<file path="config.mk">
export PLATFORM = sky130hd
export DESIGN_NAME = uart_reg_arb_flat
export DESIGN_NICKNAME = d
export VERILOG_FILES = /design/src/rtl/uart_reg_arb_if.sv /design/src/rtl/uart_reg_arb.sv /design/src/flat_wrapper.sv
export SDC_FILE = /design/constraint.sdc
export NUM_CORES = 1
export LEC_CHECK = 0
export BUFFER_PORTS_ARGS = -buffer_cell sky130_fd_sc_hd__buf_4
export CORE_MARGIN = 1.5
export CORE_UTILIZATION = 45
export DETAILED_ROUTE_END_ITERATION = 6
export PLACE_DENSITY = 0.79
export SLEW_MARGIN = 0
export SYNTH_ARGS = -nofsm -noshare
export SYNTH_HDL_FRONTEND = slang
export SYNTH_SLANG_ARGS = --single-unit
</file>
<file path="constraint.sdc">
create_clock -name pclk_i -period 1.9 [get_ports pclk_i]
set_input_delay 0.38 -clock pclk_i [delete_from_list [all_inputs] [get_ports pclk_i]]
set_output_delay 0.38 -clock pclk_i [all_outputs]
set_load 0.01 [all_outputs]
</file>
<file path="src/rtl/uart_reg_arb_if.sv">
// Shared UART register-port bus: NUM_REQ requester lanes on one side, the single
// register access port on the other.
interface uart_reg_arb_if #(
    parameter int NUM_REQ = 2
);
    // req_valid_i[i] is held with its lock/we/addr/wdata slice until req_gnt_o[i];
    // the grant cycle is the capture. rsp_valid_o[i] is a 1-cycle pulse with no
    // back-pressure, and rsp_rdata_o is valid only alongside it.
    logic [NUM_REQ-1:0]    req_valid_i;
    logic [NUM_REQ-1:0]    req_lock_i;
    logic [NUM_REQ-1:0]    req_we_i;
    logic [NUM_REQ*12-1:0] req_addr_i;
    logic [NUM_REQ*16-1:0] req_wdata_i;
    logic [NUM_REQ-1:0]    req_gnt_o;
    logic [NUM_REQ-1:0]    rsp_valid_o;
    logic [15:0]           rsp_rdata_o;
    logic                  reg_access_o;
    logic [11:0]           reg_addr_o;
    logic                  reg_we_o;
    logic [15:0]           reg_wdata_o;
    logic [15:0]           reg_rdata_i;

    modport slave (
        input  req_valid_i, req_lock_i, req_we_i, req_addr_i, req_wdata_i, reg_rdata_i,
        output req_gnt_o, rsp_valid_o, rsp_rdata_o, reg_access_o, reg_addr_o, reg_we_o,
               reg_wdata_o
    );

    modport master (
        output req_valid_i, req_lock_i, req_we_i, req_addr_i, req_wdata_i, reg_rdata_i,
        input  req_gnt_o, rsp_valid_o, rsp_rdata_o, reg_access_o, reg_addr_o, reg_we_o,
               reg_wdata_o
    );
endinterface

</file>
<file path="src/rtl/uart_reg_arb.sv">
// Round-robin arbiter with bounded lock bursts, sharing the UART register port
// between NUM_REQ requesters; one 1-cycle register access per grant.
module uart_reg_arb #(
    parameter int NUM_REQ  = 2,
    parameter int LOCK_MAX = 4
) (
    input  logic          pclk_i,
    input  logic          prst_ni,
    uart_reg_arb_if.slave bus,
    output logic          busy_o,
    output logic          dbg_state_o
);
    localparam int IDXW = (NUM_REQ > 1) ? $clog2(NUM_REQ) : 1;
    localparam int CNTW = $clog2(LOCK_MAX) + 1;

    typedef enum logic [0:0] {
        ST_IDLE   = 1'b0,
        ST_ACCESS = 1'b1
    } state_e;

    state_e             state_q;
    logic [IDXW-1:0]    rr_q;
    logic [IDXW-1:0]    owner_q;
    logic [CNTW-1:0]    burst_q;
    logic               lock_q;
    logic               we_q;
    logic [11:0]        addr_q;
    logic [15:0]        wdata_q;
    logic [15:0]        rdata_q;
    logic [NUM_REQ-1:0] rsp_valid_q;

    logic               win_found;
    logic               lock_hit;
    logic [IDXW-1:0]    win_idx;
    logic [IDXW-1:0]    cand;
    logic               win_we;
    logic               win_lock;
    logic [11:0]        win_addr;
    logic [15:0]        win_wdata;
    logic [NUM_REQ-1:0] gnt;

    // Lock path keeps the last owner until the burst cap; otherwise scan from
    // rr_q+1 with wrap, so rr_q itself is considered last.
    always_comb begin
        win_found = 1'b0;
        lock_hit  = 1'b0;
        win_idx   = '0;
        cand      = '0;
        if (lock_q && bus.req_valid_i[rr_q] && (int'(burst_q) < LOCK_MAX - 1)) begin
            lock_hit  = 1'b1;
            win_found = 1'b1;
            win_idx   = rr_q;
        end else begin
            for (int k = 1; k <= NUM_REQ; k++) begin
                cand = IDXW'((int'(rr_q) + k) % NUM_REQ);
                if (!win_found && bus.req_valid_i[cand]) begin
                    win_found = 1'b1;
                    win_idx   = cand;
                end
            end
        end
    end

    always_comb begin
        win_we    = 1'b0;
        win_lock  = 1'b0;
        win_addr  = '0;
        win_wdata = '0;
        for (int i = 0; i < NUM_REQ; i++) begin
            if (win_idx == IDXW'(i)) begin
                win_we    = bus.req_we_i[i];
                win_lock  = bus.req_lock_i[i];
                win_addr  = bus.req_addr_i[12*i +: 12];
                win_wdata = bus.req_wdata_i[16*i +: 16];
            end
        end
    end

    // Gated by reset so every output reads 0 while prst_ni is low.
    always_comb begin
        gnt = '0;
        if (prst_ni && state_q == ST_IDLE && win_found) begin
            gnt[win_idx] = 1'b1;
        end
    end

    always_ff @(posedge pclk_i or negedge prst_ni) begin
        if (!prst_ni) begin
            state_q     <= ST_IDLE;
            rr_q        <= IDXW'(NUM_REQ - 1);
            owner_q     <= '0;
            burst_q     <= '0;
            lock_q      <= 1'b0;
            we_q        <= 1'b0;
            addr_q      <= '0;
            wdata_q     <= '0;
            rdata_q     <= '0;
            rsp_valid_q <= '0;
        end else begin
            rsp_valid_q <= '0;
            case (state_q)
                ST_IDLE: begin
                    if (win_found) begin
                        state_q <= ST_ACCESS;
                        owner_q <= win_idx;
                        rr_q    <= win_idx;
                        lock_q  <= win_lock;
                        burst_q <= lock_hit ? burst_q + CNTW'(1) : '0;
                        we_q    <= win_we;
                        addr_q  <= win_addr & 12'hFFC;
                        wdata_q <= win_wdata;
                    end
                end
                ST_ACCESS: begin
                    state_q     <= ST_IDLE;
                    rdata_q     <= we_q ? 16'h0000 : bus.reg_rdata_i;
                    rsp_valid_q <= NUM_REQ'(1) << owner_q;
                end
                default: state_q <= ST_IDLE;
            endcase
        end
    end

    assign bus.req_gnt_o    = gnt;
    assign bus.rsp_valid_o  = rsp_valid_q;
    assign bus.rsp_rdata_o  = rdata_q;
    assign bus.reg_access_o = (state_q == ST_ACCESS);
    assign bus.reg_we_o     = (state_q == ST_ACCESS) && we_q;
    assign bus.reg_addr_o   = addr_q;
    assign bus.reg_wdata_o  = wdata_q;
    assign busy_o           = (state_q == ST_ACCESS);
    assign dbg_state_o      = state_q;
endmodule

</file>
<file path="src/flat_wrapper.sv">
// flat-port wrapper written by rule: the top's interface ports become plain ports
module uart_reg_arb_flat 
#(
    parameter int NUM_REQ  = 2,
    parameter int LOCK_MAX = 4
)
  (pclk_i, prst_ni, busy_o, dbg_state_o, bus_req_valid_i, bus_req_lock_i, bus_req_we_i, bus_req_addr_i, bus_req_wdata_i, bus_reg_rdata_i, bus_req_gnt_o, bus_rsp_valid_o, bus_rsp_rdata_o, bus_reg_access_o, bus_reg_addr_o, bus_reg_we_o, bus_reg_wdata_o);
  uart_reg_arb_if #(.NUM_REQ(NUM_REQ)) bus_i ();
  input  logic pclk_i;
  input  logic prst_ni;
  output logic busy_o;
  output logic dbg_state_o;
  input wire logic [$bits(bus_i.req_valid_i)-1:0] bus_req_valid_i;
  input wire logic [$bits(bus_i.req_lock_i)-1:0] bus_req_lock_i;
  input wire logic [$bits(bus_i.req_we_i)-1:0] bus_req_we_i;
  input wire logic [$bits(bus_i.req_addr_i)-1:0] bus_req_addr_i;
  input wire logic [$bits(bus_i.req_wdata_i)-1:0] bus_req_wdata_i;
  input wire logic [$bits(bus_i.reg_rdata_i)-1:0] bus_reg_rdata_i;
  output wire logic [$bits(bus_i.req_gnt_o)-1:0] bus_req_gnt_o;
  output wire logic [$bits(bus_i.rsp_valid_o)-1:0] bus_rsp_valid_o;
  output wire logic [$bits(bus_i.rsp_rdata_o)-1:0] bus_rsp_rdata_o;
  output wire logic [$bits(bus_i.reg_access_o)-1:0] bus_reg_access_o;
  output wire logic [$bits(bus_i.reg_addr_o)-1:0] bus_reg_addr_o;
  output wire logic [$bits(bus_i.reg_we_o)-1:0] bus_reg_we_o;
  output wire logic [$bits(bus_i.reg_wdata_o)-1:0] bus_reg_wdata_o;
  assign bus_i.req_valid_i = bus_req_valid_i;
  assign bus_i.req_lock_i = bus_req_lock_i;
  assign bus_i.req_we_i = bus_req_we_i;
  assign bus_i.req_addr_i = bus_req_addr_i;
  assign bus_i.req_wdata_i = bus_req_wdata_i;
  assign bus_i.reg_rdata_i = bus_reg_rdata_i;
  assign bus_req_gnt_o = bus_i.req_gnt_o;
  assign bus_rsp_valid_o = bus_i.rsp_valid_o;
  assign bus_rsp_rdata_o = bus_i.rsp_rdata_o;
  assign bus_reg_access_o = bus_i.reg_access_o;
  assign bus_reg_addr_o = bus_i.reg_addr_o;
  assign bus_reg_we_o = bus_i.reg_we_o;
  assign bus_reg_wdata_o = bus_i.reg_wdata_o;
  uart_reg_arb #(.NUM_REQ(NUM_REQ), .LOCK_MAX(LOCK_MAX)) u_core (.pclk_i(pclk_i), .prst_ni(prst_ni), .bus(bus_i), .busy_o(busy_o), .dbg_state_o(dbg_state_o));
endmodule
</file>
==> results.json <==
{
  "grt_setup_unrepaired": "yes",
  "drive_above_1_share_pct": 40.97,
  "met3_length_um": 659,
  "drt-total-wl_um": 6969,
  "period_share_pct": 102.1,
  "final_area_um2": 3694,
  "first_iter_violations": 129,
  "hold_path_class": "in2reg",
  "cp.required_ns": 1.52,
  "drc": 0,
  "critical_path_class": "reg2out",
  "fillers": 484,
  "synth.top_cells.by_area": "dfrtp_1 (49%), o31ai_1 (7.8%), a31oi_1 (6.7%), nand4_1 (6.7%), nor2_1 (4.2%)",
  "cap_violations": 0,
  "cts_sinks": 52,
  "grt_remaining_overflow": 0,
  "yosysWarnings": 0,
  "synth.avg_cell_area_um2": 9.545,
  "hpwl_um": 4852,
  "drv_slew": 0,
  "antenna_found_initial": 0,
  "relSlewSlack_pct": 37.04,
  "antenna_cells": 0,
  "syn_inst": 272,
  "start_util_pct": 46.86,
  "end_kind": "output pin",
  "syn_area_um2": 2596,
  "finalHoldViolCount": 0,
  "wl_met2_um": 3297,
  "power_per_cell_area_nw_per_um2": 973.9,
  "ant_nets": 0,
  "fp-row-count": 27,
  "p_leak_uw": 0.001763,
  "grt_use_total_pct": 22.56,
  "top_layer": "met4",
  "cts_tree": "yes",
  "finalSetupViolCount": 2,
  "die_w_um": 78.96,
  "tightest_slew_ns": 0.9424,
  "synth.top_cell.area_share_pct": 49.16,
  "grt_pass1_wl_um": 10980,
  "dr.pass1.iters": 4,
  "synth_seq_cells": 52,
  "synth.largest_area_cell": "dfrtp_1",
  "vias": 2509,
  "placed_cell_area_um2": 3500,
  "setup_ws_ns": -0.03987,
  "core_um2": 5540,
  "fp.dieH_um": 78.96,
  "crit_path_max_fanout": 4,
  "finalPower_uw": 3597,
  "crit_arrival_ns": 1.56,
  "dp_cells": 451,
  "insertion_delay_ns": 0.31,
  "grt_max_degree": 39,
  "final_cell_count_no_fill": 465,
  "io_buffers": 125,
  "met1_length_um": 2943,
  "cts_buffers": 5,
  "globalplace.congestion": 0.7536,
  "min_period_ns": 1.940,
  "synth_edf_count": 0,
  "fmax_mhz": 515.5,
  "cts.clk_slew.worst_paths_ns": 0.09,
  "grt_pass1_vias": 2390,
  "cts_max_level": 2,
  "wl_per_cell_um": 14.99,
  "fin_nets": 473,
  "ios": 132,
  "via_per_inst": 5.396,
  "status": "complete, but fails checks",
  "die-area_um2": 6234,
  "worstSetupStartpointType": "flop",
  "peakVddDrop_uv": 421.5,
  "async_flop_share_pct": 100.0,
  "violations": "negative setup slack",
  "clock-root-buffer": "clkbuf_8",
  "synth_flop_cell": "dfrtp_1",
  "clock_path_buffers": 2,
  "ys_types": 36,
  "skew_ns": 0.006857,
  "ys_seq_area_share_pct": 50.17,
  "area_growth_pct": 42.26
}
per-stage QoR:
stage	setup slack [ns]	util [%]	hold slack (ns)	TNS (ns)
3_5_place_dp	0.1714	63.17	0.2477	0
3_3_place_gp	0.2221	63.17	0.2465	0
4_1_cts	0.001367	66.24	0.2738	0
2_1_floorplan	0.2029	-	0.08441	0
5_1_grt	-0.04398	66.67	0.2775	-0.08700
6_report	-0.03987	66.67	0.2763	-0.05080
cell families (layout without fill, tap and decap cells):
kind of cell | count (synthesis) | after routing | synth area share, %
and+or+nand+nor | 90 | 90 | 17.45
muxes | 2 | 2 | 0.8193
AOI/OAI and AO/OA | 78 | 78 | 20.19
adders and majority gates | 1 | 1 | 0.4819
other | 1 | 2 | 0.1444
DFF | 52 | 52 | 50.17
buffers and inverters | 48 | 168 | 10.75
cells in the mapped netlist, types with 3 or more instances:
master    count
o21ai_0      17
buf_4        12
inv_1        16
nand2_1      20
a31oi_1      28
nand4_1      28
clkbuf_1      5
buf_2         8
o31ai_1      27
nor2_1       29
buf_6         3
dfrtp_1      51
final timing paths:
check	startpoint	slack [ns]	depth (start not counted)	endpoint
worst max-delay path	u_core.burst_q[2]	-0.04	5	bus_req_gnt_o[0]
worst min-delay path	bus_reg_rdata_i[2]	0.28	3	u_core.bus.rsp_rdata_o[2]
worst max register to register	u_core.rr_q	0.21	6	u_core.bus.reg_addr_o[3]
worst min register to register	u_core.owner_q	0.45	1	u_core.bus.rsp_valid_o[0]
max in group asynchronous	prst_ni	0.75	3	u_core.burst_q[0]
min in group asynchronous	prst_ni	0.46	2	u_core.bus.reg_wdata_o[11]
cell usage in the layout, fill, tap and decap left out, drive strengths merged:
cell	n
nor2b	3
inv	18
and2	2
a21oi	1
dlygate4sd3	1
nor3	1
and3	1
o22ai	1
nand4b	1
conb	2
a21o	1
o21ai	17
dfstp	1
or2	1
nand4	28
and4b	1
clkinvlp	1
nor2	29
nor3b	1
nand2	21
dfrtp	51
clkinv	1
a31oi	28
buf	141
ha	1
mux2i	1
mux2	1
nand3	1
o31ai	28
clkbuf	5
bufinv	1
a22o	2
power breakdown:
group          total, uW  internal [uW]  leakage, uW  switching (uW)
Clock                756            390    0.0000541             366
Combinational       1320            655      0.00108             670
Sequential          1520           1360     0.000627             157
Total               3600           2400      0.00176            1190
final cells by class:
type	count	area (um^2)	area share [%]
Clock buffer	5	68.82	1.863
Clock inverter	3	42.54	1.152
Inverter	18	67.56	1.829
Multi-Input combinational cell	173	1050	28.42
Sequential cell	52	1303	35.26
Tap cell	72	90.09	2.439
Timing Repair Buffer	142	1072	29.03
state kept, by name, summed over array words and instances, names as in the netlist:
| name | count |
|---|---|
| u_core.bus.reg_wdata_o | 16 |
| u_core.bus.rsp_rdata_o | 16 |
| u_core.bus.reg_addr_o | 10 |
| u_core.burst_q | 3 |
| u_core.bus.rsp_valid_o | 2 |
| u_core.bus.reg_access_o | 1 |
| u_core.lock_q | 1 |
| u_core.owner_q | 1 |
| u_core.rr_q | 1 |
| u_core.we_q | 1 |
worst max-delay path, stage by stage, from the launching register on:
cell and delay, ns:
dfrtp_1 0.43, nor2b_4 0.16, nand4b_1 0.22, nand3_4 0.17, and3_1 0.16, buf_4 0.12
metal layers:
metal  GRT usage, %  vias to the layer above
met5              0                        -
met4          7.544                        0
met3          6.667                        8
met1          27.82                     1167
li1               -                     1215
met2          37.93                      119
repair_timing:
| item | in CTS | in global routing |
|---|---|---|
| endpoints found under the hold margin | 13 | 0 |
| setup buffers | 3 | 2 |
| gates resized for setup | 5 | 2 |
| endpoints found under the setup margin | 2 | 2 |
| hold buffers | 1 | 0 |
| pin swaps | 2 | 1 |
(Power assumes the default switching activity.)
